## src/rtl/multi_debounce.sv

```systemverilog
// Multi-channel switch debouncer: shared tick prescaler, per-channel confirm FSM.
// Optional 2-flop input synchronizer enabled by defining DEBOUNCE_SYNC_EN.
module multi_debounce #(
   parameter int unsigned N_CH         = 4,
   parameter int unsigned TICK_DIV     = 10,
   parameter int unsigned STABLE_TICKS = 3
) (
   input  logic            clk,
   input  logic            rst,
   input  logic [N_CH-1:0] sw,
   output logic [N_CH-1:0] db,
   output logic [N_CH-1:0] rise,
   output logic [N_CH-1:0] fall,
   output logic            tick
);

   localparam int unsigned PW = $clog2(TICK_DIV);
   localparam int unsigned CW = $clog2(STABLE_TICKS + 1);
   localparam logic [PW-1:0] PreLast = PW'(TICK_DIV - 1);
   localparam logic [CW-1:0] CntLast = CW'(STABLE_TICKS - 1);

   typedef enum logic [1:0] {StS0, StW1, StS1, StW0} state_e;

   logic [PW-1:0]   pre_q, pre_d;
   logic [N_CH-1:0] s;
   state_e          state_q [N_CH];
   state_e          state_d [N_CH];
   logic [CW-1:0]   cnt_q   [N_CH];
   logic [CW-1:0]   cnt_d   [N_CH];
   logic [N_CH-1:0] db_d, rise_d, fall_d;

   assign tick  = (pre_q == PreLast);
   assign pre_d = tick ? '0 : pre_q + PW'(1);

   always_ff @(posedge clk or posedge rst) begin
      if (rst) pre_q <= '0;
      else     pre_q <= pre_d;
   end

`ifdef DEBOUNCE_SYNC_EN
   logic [N_CH-1:0] sync1_q, sync2_q;

   always_ff @(posedge clk or posedge rst) begin
      if (rst) begin
         sync1_q <= '0;
         sync2_q <= '0;
      end else begin
         sync1_q <= sw;
         sync2_q <= sync1_q;
      end
   end

   assign s = sync2_q;
`else
   assign s = sw;
`endif

   // State register
   always_ff @(posedge clk or posedge rst) begin
      if (rst) begin
         for (int i = 0; i < N_CH; i++) begin
            state_q[i] <= StS0;
            cnt_q[i]   <= '0;
         end
      end else begin
         for (int i = 0; i < N_CH; i++) begin
            state_q[i] <= state_d[i];
            cnt_q[i]   <= cnt_d[i];
         end
      end
   end

   // Next state: a reversal in W1/W0 wins over a simultaneous tick
   always_comb begin
      for (int i = 0; i < N_CH; i++) begin
         state_d[i] = state_q[i];
         cnt_d[i]   = cnt_q[i];
         unique case (state_q[i])
            StS0: begin
               if (s[i]) begin
                  state_d[i] = StW1;
                  cnt_d[i]   = '0;
               end
            end
            StW1: begin
               if (!s[i]) begin
                  state_d[i] = StS0;
                  cnt_d[i]   = '0;
               end else if (tick) begin
                  if (cnt_q[i] == CntLast) begin
                     state_d[i] = StS1;
                     cnt_d[i]   = '0;
                  end else begin
                     cnt_d[i] = cnt_q[i] + CW'(1);
                  end
               end
            end
            StS1: begin
               if (!s[i]) begin
                  state_d[i] = StW0;
                  cnt_d[i]   = '0;
               end
            end
            StW0: begin
               if (s[i]) begin
                  state_d[i] = StS1;
                  cnt_d[i]   = '0;
               end else if (tick) begin
                  if (cnt_q[i] == CntLast) begin
                     state_d[i] = StS0;
                     cnt_d[i]   = '0;
                  end else begin
                     cnt_d[i] = cnt_q[i] + CW'(1);
                  end
               end
            end
         endcase
      end
   end

   // Outputs, registered so they change on the acceptance edge
   always_comb begin
      db_d   = '0;
      rise_d = '0;
      fall_d = '0;
      for (int i = 0; i < N_CH; i++) begin
         db_d[i]   = (state_d[i] == StS1) || (state_d[i] == StW0);
         rise_d[i] = (state_q[i] == StW1) && (state_d[i] == StS1);
         fall_d[i] = (state_q[i] == StW0) && (state_d[i] == StS0);
      end
   end

   always_ff @(posedge clk or posedge rst) begin
      if (rst) begin
         db   <= '0;
         rise <= '0;
         fall <= '0;
      end else begin
         db   <= db_d;
         rise <= rise_d;
         fall <= fall_d;
      end
   end

endmodule

```

## config.mk

```make
export PLATFORM = sky130hd
export DESIGN_NAME = multi_debounce
export DESIGN_NICKNAME = d
export VERILOG_FILES = /design/src/rtl/multi_debounce.sv
export SDC_FILE = /design/constraint.sdc
export NUM_CORES = 1
export LEC_CHECK = 0
export ABC_CLOCK_PERIOD_IN_PS = 1910
export CAP_MARGIN = 20
export CORE_MARGIN = 2
export CORE_UTILIZATION = 48
export DETAILED_ROUTE_END_ITERATION = 10
export GPL_TIMING_DRIVEN = 0
export MAX_ROUTING_LAYER = met4
export PLACE_DENSITY = 0.74
export RECOVER_POWER = 25
export SYNTH_ARGS = -nofsm -noshare
export SYNTH_HDL_FRONTEND = slang
export SYNTH_SLANG_ARGS = --single-unit
```

## constraint.sdc

```tcl
create_clock -name clk -period 1.91 [get_ports clk]
set_clock_uncertainty 0.2 [all_clocks]
set_input_delay 0.191 -clock clk [delete_from_list [all_inputs] [get_ports clk]]
set_output_delay 0.191 -clock clk [all_outputs]
set_load 0.02 [all_outputs]
```

==> results of run 1 <==
where the power goes:
group	total [mW]	switching [mW]	internal (mW)	leakage [nW]
sequential	0.660	0.0112	0.649	0.389
combinational	0.0883	0.0426	0.0457	0.387
clock	0.382	0.204	0.178	0.0353
total	1.13	0.258	0.873	0.812
placed cells by master (no fill, tap or decap), drive strengths merged, types with 5 or more instances in the layout:
master	instances
xnor2	5
dfrtp	30
nand3b	6
nand2	7
mux2i	7
buf	7
nor2	6
or3	5
inv	5
o21ai	7
nor3b	8
clkbuf	9
nor3	5
mux2	7
clkdlybuf4s50	15
per-stage QoR:
step           setup slack, ps  util, %
2_1_floorplan            81.03        -
3_3_place_gp            -77.52    57.76
3_5_place_dp            -100.5    57.76
4_1_cts                  35.94    60.43
5_1_grt                 -18.75    62.83
6_report                 28.70    62.83
cell families (layout without fill, tap and decap cells):
| group | after synthesis | in the layout | synth area share, % |
|---|---|---|---|
| AOI/OAI and AO/OA | 10 | 10 | 4.368 |
| xor gates and xnor gates | 5 | 5 | 3.253 |
| buffers and inverters | 9 | 40 | 3.438 |
| DFF | 30 | 30 | 55.76 |
| muxes | 14 | 14 | 11.62 |
| and+or+nand+nor | 49 | 49 | 21.56 |
registers in the layout, summed over array words and instances (netlist names):
name,count
cnt_q,8
state_q,7
fall,4
pre_q,4
rise,4
db,3
layout make-up:
type / instances / area (sq um)
Fill cell: 230 / 1007
Sequential cell: 30 / 752.0
Multi-Input combinational cell: 78 / 565.5
Timing Repair Buffer: 23 / 227.7
Clock buffer: 7 / 55.05
Tap cell: 31 / 38.79
Buffer: 4 / 37.54
Inverter: 5 / 21.27
Clock inverter: 1 / 5.005
worst max-delay path: cells and delay by family, from the launching register on:
kind                   cells  cell delay (ps)
flip-flops                 1              380
multiplexers               1              290
AND/OR/NAND/NOR            2              600
buffers and inverters      2              300
path summary, 6_finish.rpt:
check                             end  slack [ps]  depth (start not counted)
max in group asynchronous    pre_q[0]         510                          4
max                        state_q[5]          30                          5
min in group asynchronous    cnt_q[2]         590                          3
max reg2reg                state_q[5]          30                          5
min reg2reg                   rise[0]         320                          1
min                           fall[2]         300                          2
what timing repair did:
action | CTS | global route
hold buffers | 0 | 1
endpoints found under the hold margin | 0 | 4
gates resized for setup | 5 | 6
setup endpoints to repair | 3 | 3
cloned | 0 | 1
buffers inserted | 2 | 0
layer usage:
layer / wire (microns) / vias up / track usage, % / part of all wire [%]
met1: 962 / 462 / 17.32 / 44
li1: - / 463 / - / -
met3: 75 / 2 / 6.349 / 3.4
met5: 0 / - / - / 0
met4: 13 / 0 / 3.987 / 0.60
met2: 1128 / 10 / 23.48 / 52
==> results.json, run 1 <==
{
  "outcome": "completed",
  "grt_pass1_wl_microns": 3622,
  "ios": 19,
  "max_cap_violations": 0,
  "drc": 0,
  "crit_path_end_kind": "register",
  "powerDensity_mw_per_mm2": 663.8,
  "p_total_mw": 1.130,
  "yosysTopAreaCellShare_pct": 55.76,
  "dp_hpwl_microns": 1445,
  "slowest_stage": "dfrtp_1",
  "hold_viol": 0,
  "vias": 937,
  "coreArea_sq_mm": 0.002710,
  "path_clk_slew_ps": 90,
  "setup_tns_ps": 0,
  "cp.arrival_ps": 1890,
  "hold_class": "input port to register",
  "holdWs_ps": 301.2,
  "placed_cells": 166,
  "min_period_ps": 1881,
  "cp_max_fo": 5,
  "timing.final.crit_share_pct": 98.50,
  "syn_area_per_cell_sq_um": 11.51,
  "yosysUniqueCellTypes": 24,
  "relSlewSlack_pct": 65.69,
  "start_util_pct": 49.68,
  "syn-cell-area_sq_mm": 0.001346,
  "drt_first_pass_iters": 3,
  "cts.path.max_buffers": 2,
  "fmax_mhz": 531.5,
  "rr_startpoint": "pre_q[2]",
  "synthTopCellsByArea": "dfrtp_1 (56%), mux2i_1 (5.2%), nor3b_1 (4.5%), mux2_2 (4.2%), nand3b_1 (3.3%)",
  "rows": 19,
  "netlist_top_cells_count": "dfrtp_1 (30), nor3b_1 (8), mux2i_1 (7), nand2_1 (7), o21ai_0 (7)",
  "hold_start": "sw[2]",
  "cts_root_buf": "clkbuf_4",
  "syn_to_final_growth_pct": 26.49,
  "yosysWarnings": 0,
  "die_w_microns": 56.96,
  "worst_pin_slew_ps": 511.0,
  "leakagePower_nw": 0.8118,
  "setup_viol": 0,
  "gp_congestion": 0.6922,
  "drive_gt1_share_pct": 16.22,
  "cp-start-kind": "register",
  "critPathKind": "register to register",
  "ant_nets": 0,
  "final_area_sq_mm": 0.001703,
  "grt_pass1_vias": 876,
  "synthArstFlopShare_pct": 100.0,
  "cts_made_buffers": 5,
  "grt-ovfl-total": 0,
  "ys_ff_latch": 30,
  "drt-total-wl_microns": 2180,
  "yosysMostFrequentCell": "dfrtp_1",
  "antennaDiodeCount": 0,
  "synth-edff-count": 0,
  "crit_chain": "nand4bb_4 > buf_6 > or3_1 > buf_6 > mux2_4",
  "via_per_inst": 5.235,
  "tritoncts": "built",
  "htree_levels": 2,
  "layout.nets": 153,
  "slowest_delay_ps": 380,
  "yosys.area.top_type": "dfrtp_1",
  "gr-usage-all-layers_pct": 14.79,
  "cts.sinks": 30,
  "ir_drop_mv": 0.6206,
  "yosys_most_used_dff": "dfrtp_1",
  "syn_inst": 117,
  "final_cells": 179,
  "initialDrtViolationCount": 8,
  "portBuffers": 18,
  "cp_common_cell": "buf_6",
  "crit_start": "pre_q[2]",
  "grt_start_max_net_pins": 31,
  "avgRoutedWirePerCell_microns": 12.18,
  "syn_nets": 123,
  "antenna_found_initial": 0,
  "postPlaceCellArea_sq_mm": 0.001565,
  "clk_latency_ps": 320,
  "worstPathRequired_ps": 1920,
  "fp.dieH_microns": 56.96,
  "yosysSeqAreaShare_pct": 55.76,
  "slew_viol_final": 0,
  "die_area_sq_mm": 0.003244
}
No activity file was read; power rests on OpenSTA's default activity.
==> inputs of run 2 (changes only) <==
--- a/config.mk
+++ b/config.mk
@@ -5,14 +5,14 @@
 export SDC_FILE = /design/constraint.sdc
 export NUM_CORES = 1
 export LEC_CHECK = 0
-export ABC_CLOCK_PERIOD_IN_PS = 1910
+export ABC_CLOCK_PERIOD_IN_PS = 2100
 export CAP_MARGIN = 20
 export CORE_MARGIN = 2
-export CORE_UTILIZATION = 48
+export CORE_UTILIZATION = 53
 export DETAILED_ROUTE_END_ITERATION = 10
 export GPL_TIMING_DRIVEN = 0
 export MAX_ROUTING_LAYER = met4
-export PLACE_DENSITY = 0.74
+export PLACE_DENSITY = 0.78
 export RECOVER_POWER = 25
 export SYNTH_ARGS = -nofsm -noshare
 export SYNTH_HDL_FRONTEND = slang
==> constraint.sdc (replaced) <==
create_clock -name clk -period 2.1 [get_ports clk]
set_clock_uncertainty 0.2 [all_clocks]
set_input_delay 0.21 -clock clk [delete_from_list [all_inputs] [get_ports clk]]
set_output_delay 0.21 -clock clk [all_outputs]
set_load 0.02 [all_outputs]
==> results.json, run 2 (same netlist as run 1, synthesis figures left out) <==
{
  "cts_made_buffers": 5,
  "syn_to_final_growth_pct": 21.28,
  "highest_layer": "met4",
  "portBuffers": 18,
  "slowest_delay_ps": 430,
  "pwr-share-seq_pct": 59.4,
  "drc": 0,
  "drt-total-wl_microns": 2330,
  "vias": 949,
  "clockPowerShare_pct": 33.1,
  "max_cap_violations": 0,
  "rsz0062_at_grt": "false",
  "r2r_end": "db[1]",
  "cts_setup_buffers": 0,
  "hold_viol": 0,
  "timing.final.crit_share_pct": 94.72,
  "cts.sinks": 30,
  "switching_share_pct": 23.16,
  "slew_viol_final": 0,
  "ant_nets": 0,
  "setup_slack_ps": 111.0,
  "grt_start_max_net_pins": 31,
  "cts.path.max_buffers": 2,
  "setup_tns_ps": 0,
  "wl_met2_microns": 1225,
  "outcome": "completed",
  "fp.dieH_microns": 54.40,
  "hold_start": "sw[2]",
  "ir_drop_mv": 0.4860,
  "leakagePower_nw": 0.7651,
  "final_cell_mix": "dfrtp_1 (30), clkdlybuf4s50_1 (16), nor3b_1 (8)",
  "die_area_sq_mm": 0.002959,
  "path_clk_slew_ps": 90,
  "cp_max_fo": 10,
  "p_total_mw": 1.012,
  "cp-start-kind": "register",
  "cp.arrival_ps": 1580,
  "placed_cells": 165,
  "r2r_slack_ps": 170,
  "powerDensity_mw_per_mm2": 619.7,
  "via_per_inst": 5.486,
  "avgRoutedWirePerCell_microns": 13.47,
  "cts_root_buf": "clkbuf_4",
  "grt_pass1_wl_microns": 3601,
  "rr_startpoint": "pre_q[2]",
  "die_w_microns": 54.40,
  "power.switching_uw": 234.3,
  "worstPathRequired_ps": 1690,
  "dp_slack_ps": 52.03,
  "antenna_found_initial": 0,
  "gr-usage-all-layers_pct": 18.45,
  "crit_path_end_kind": "primary output",
  "largest_register_ffs": 8,
  "n_fill_cell": 204,
  "final_cells": 173,
  "slowest_stage": "dfrtp_1",
  "hold_class": "input port to register",
  "clk_latency_ps": 320,
  "drive_gt1_share_pct": 13.99,
  "hold-path-endpoint": "fall[2]",
  "fmax_mhz": 502.8,
  "worstRegToRegCells": 5,
  "critPathKind": "register to primary output",
  "p_int_uw": 777.5,
  "setup_viol": 0,
  "min_path_cells": 2,
  "tritoncts": "built",
  "antennaDiodeCount": 0,
  "coreArea_sq_mm": 0.002432,
  "relSlewSlack_pct": 60.68,
  "htree_levels": 2,
  "top_register": "cnt_q",
  "largestRegisters": "cnt_q: 8 flops, state_q: 7 flops",
  "drt_first_pass_iters": 4,
  "mostFrequentLayoutCell": "dfrtp_1",
  "power_frac_comb_pct": 7.5,
  "grt-ovfl-total": 0,
  "initialDrtViolationCount": 7,
  "layout.nets": 150,
  "min_period_ps": 1989,
  "wl_met3_microns": 89,
  "wl_met1_microns": 969,
  "gp_congestion": 0.6971,
  "crit_chain": "nand4bb_1 > buf_4 > clkinv_2 > clkdlybuf4s15_2",
  "start_util_pct": 55.35,
  "dp_hpwl_microns": 1565,
  "rows": 18,
  "grt_pass1_vias": 845,
  "ios": 19,
  "worst_pin_slew_ps": 589.8
}
==> run 2: through the flow <==
stage / hold WS [ps] / utilization [%] / instance area, sq um
after floorplan: 79.82 / - / 1346
after global placement: 288.7 / 64.30 / 1564
after detailed placement: 303.9 / 64.30 / 1564
after global routing: 316.7 / 67.13 / 1633
final: 308.6 / 67.13 / 1633
after CTS: 300.8 / 66.46 / 1617
==> run 2: worst max-delay path, delay by kind of cell, from the launching register on <==
family | cells | cell delay [ps]
buf+inv | 3 | 630
flops | 1 | 430
simple gates | 1 | 200
==> run 2: repair_timing <==
action | in CTS | in global routing
hold buffers | 0 | 1
gates resized for setup | 3 | 1
endpoints found under the hold margin | 0 | 6
setup endpoints to repair | 1 | 1
==> run 2: worst max path at each step <==
stage                   from  endpoint  slack [ps]  cells after the start
finish              pre_q[2]      tick         110                      4
global route        pre_q[2]      tick          20                      4
CTS                 pre_q[2]      tick          40                      4
detailed placement  pre_q[2]      tick          50                      4
global placement    pre_q[2]      tick         100                      4
floorplan           pre_q[2]     db[1]         270                      5
==> run 2: power groups by stage <==
stage | Combinational [mW] | Clock [mW] | Sequential (mW)
floorplan | 0.0445 | 0 | 0.612
detailed placement | 0.0745 | 0 | 0.612
finish | 0.0759 | 0.335 | 0.601
CTS | 0.0746 | 0.342 | 0.601
global route | 0.0845 | 0.365 | 0.603
global placement | 0.0707 | 0 | 0.610
==> run 2: area by class of cell <==
cell class	instances	area [sq um]	area share, %
plain buffers	4	27.53	1.686
multi-input cells	78	549.3	33.64
well taps	30	37.54	2.299
flip-flops and latches	30	750.7	45.98
inverters	5	20.02	1.226
repair buffers	20	196.4	12.03
clock buffers	6	51.30	3.142
==> run 2: routing by layer <==
layer  track usage, %  vias up
met5                -        -
met4            7.500        0
met3            8.197        7
met2            30.32       10
met1            19.29      472
li1                 -      460
==> inputs of run 3 (changes only) <==
--- a/config.mk
+++ b/config.mk
@@ -7,12 +7,13 @@
 export LEC_CHECK = 0
 export ABC_CLOCK_PERIOD_IN_PS = 2100
 export CAP_MARGIN = 20
+export CORE_ASPECT_RATIO = 0.6
 export CORE_MARGIN = 2
 export CORE_UTILIZATION = 53
 export DETAILED_ROUTE_END_ITERATION = 10
 export GPL_TIMING_DRIVEN = 0
 export MAX_ROUTING_LAYER = met4
-export PLACE_DENSITY = 0.78
+export PLACE_DENSITY = 0.89
 export RECOVER_POWER = 25
 export SYNTH_ARGS = -nofsm -noshare
 export SYNTH_HDL_FRONTEND = slang
==> results.json, run 3 (same netlist as run 1, synthesis figures left out) <==
{
  "worstRegToRegCells": 5,
  "final_cells": 174,
  "cp-start-kind": "register",
  "powerDensity_mw_per_mm2": 672.7,
  "cts_made_buffers": 5,
  "cp.arrival_ps": 1890,
  "worstPathRequired_ps": 2060,
  "grt_pass1_wl_microns": 4229,
  "grt-ovfl-total": 0,
  "layout.nets": 149,
  "cp_max_fo": 10,
  "hold_viol": 0,
  "worst_pin_slew_ps": 536.6,
  "timing.final.crit_share_pct": 91.76,
  "grt_start_max_net_pins": 31,
  "crit_path_end_kind": "register",
  "ant_nets": 0,
  "largest_register_ffs": 8,
  "coreArea_sq_mm": 0.002452,
  "min_period_ps": 1927,
  "rsz0062_at_grt": "false",
  "drive_gt1_share_pct": 14.08,
  "wl_met2_microns": 1086,
  "antennaDiodeCount": 0,
  "rows": 14,
  "ios": 19,
  "slowest_delay_ps": 420,
  "ir_drop_mv": 0.5375,
  "initialDrtViolationCount": 52,
  "relSlewSlack_pct": 63.97,
  "fp.dieH_microns": 43.04,
  "cp_top_family": "simple AND/OR/NAND/NOR gates",
  "largestRegisters": "cnt_q: 8 flops, state_q: 7 flops",
  "cts_root_buf": "clkbuf_8",
  "wl_met1_microns": 1092,
  "vias": 941,
  "cts.path.max_buffers": 2,
  "setup_tns_ps": 0,
  "final_cell_mix": "dfrtp_1 (30), clkdlybuf4s50_1 (16), nor3b_1 (8)",
  "gp_congestion": 0.7223,
  "slew_viol_final": 0,
  "setup_viol": 0,
  "top_register": "cnt_q",
  "die_w_microns": 69.07,
  "htree_levels": 2,
  "via_per_inst": 5.408,
  "r2r_end": "db[1]",
  "placed_cells": 167,
  "cts.sinks": 30,
  "wl_met3_microns": 169,
  "leakagePower_nw": 0.7802,
  "rr_startpoint": "pre_q[2]",
  "syn_to_final_growth_pct": 24.16,
  "highest_layer": "met4",
  "fmax_mhz": 519.0,
  "max_cap_violations": 0,
  "die_area_sq_mm": 0.002973,
  "critPathKind": "register to register",
  "path_clk_slew_ps": 60,
  "drt-total-wl_microns": 2380,
  "portBuffers": 18,
  "grt_pass1_vias": 966,
  "drc": 0,
  "worst-path-buf-inv": 2,
  "outcome": "completed",
  "dp_hpwl_microns": 1615,
  "mostFrequentLayoutCell": "dfrtp_1",
  "start_util_pct": 54.90,
  "crit_chain": "nand4bb_1 > buf_4 > or3_1 > buf_2 > mux2_4",
  "slowest_stage": "dfrtp_1",
  "cts_hold_buf": 0,
  "tritoncts": "built",
  "r2r_slack_ps": 170,
  "antenna_found_initial": 0,
  "clk_latency_ps": 280,
  "gr-usage-all-layers_pct": 19.54,
  "hold_class": "input port to asynchronous set/reset pin",
  "avgRoutedWirePerCell_microns": 13.68,
  "drt_first_pass_iters": 4
}
-- run 3: worst max-delay path by stage --
stage	start	to	depth (start not counted)
after floorplan	pre_q[2]	db[1]	5
after global placement	pre_q[2]	tick	4
after detailed placement	pre_q[2]	tick	4
after CTS	pre_q[2]	tick	4
after global routing	pre_q[2]	state_q[5]	5
final	pre_q[2]	db[1]	5
-- run 3: stage by stage --
step | setup slack (ps) | utilization [%] | total power [mW] | instance area, sq um | hold WS, ps
global route | 93.94 | 68.16 | 1.166 | 1672 | 153.0
global placement | 100.5 | 63.88 | 0.6816 | 1567 | 290.7
CTS | 57.59 | 67.19 | 1.131 | 1648 | 320.5
detailed placement | 74.98 | 63.88 | 0.6872 | 1567 | 308.5
finish | 173.1 | 68.16 | 1.124 | 1672 | 115.0
floorplan | 271.0 | - | 0.6568 | 1346 | 79.82
-- run 3: where the power goes --
part | internal [mW] | switching (mW)
Clock | 0.252 | 0.189
Combinational | 0.0403 | 0.0399
Sequential | 0.591 | 0.0120
Total | 0.883 | 0.241
-- run 3: repair_timing --
item	CTS	global route
cloned	0	0
endpoints found under the setup margin	1	1
gates resized for setup	1	2
buffers inserted	0	0
-- run 3: layer usage --
| layer | global-route usage, % | up-vias |
|---|---|---|
| met1 | 21.68 | 453 |
| li1 | - | 456 |
| met3 | 7.838 | 5 |
| met5 | - | - |
| met2 | 31.35 | 27 |
| met4 | 9.412 | 0 |
-- run 3: final cells by class --
| type | instances | area (sq um) |
|---|---|---|
| multi-input combinational | 78 | 549.3 |
| inverter | 5 | 18.77 |
| timing repair buffer | 19 | 202.7 |
| sequential | 30 | 750.7 |
| clock buffer | 6 | 82.58 |
| buffer | 4 | 27.53 |
| tap | 32 | 40.04 |
| fill | 183 | 780.7 |
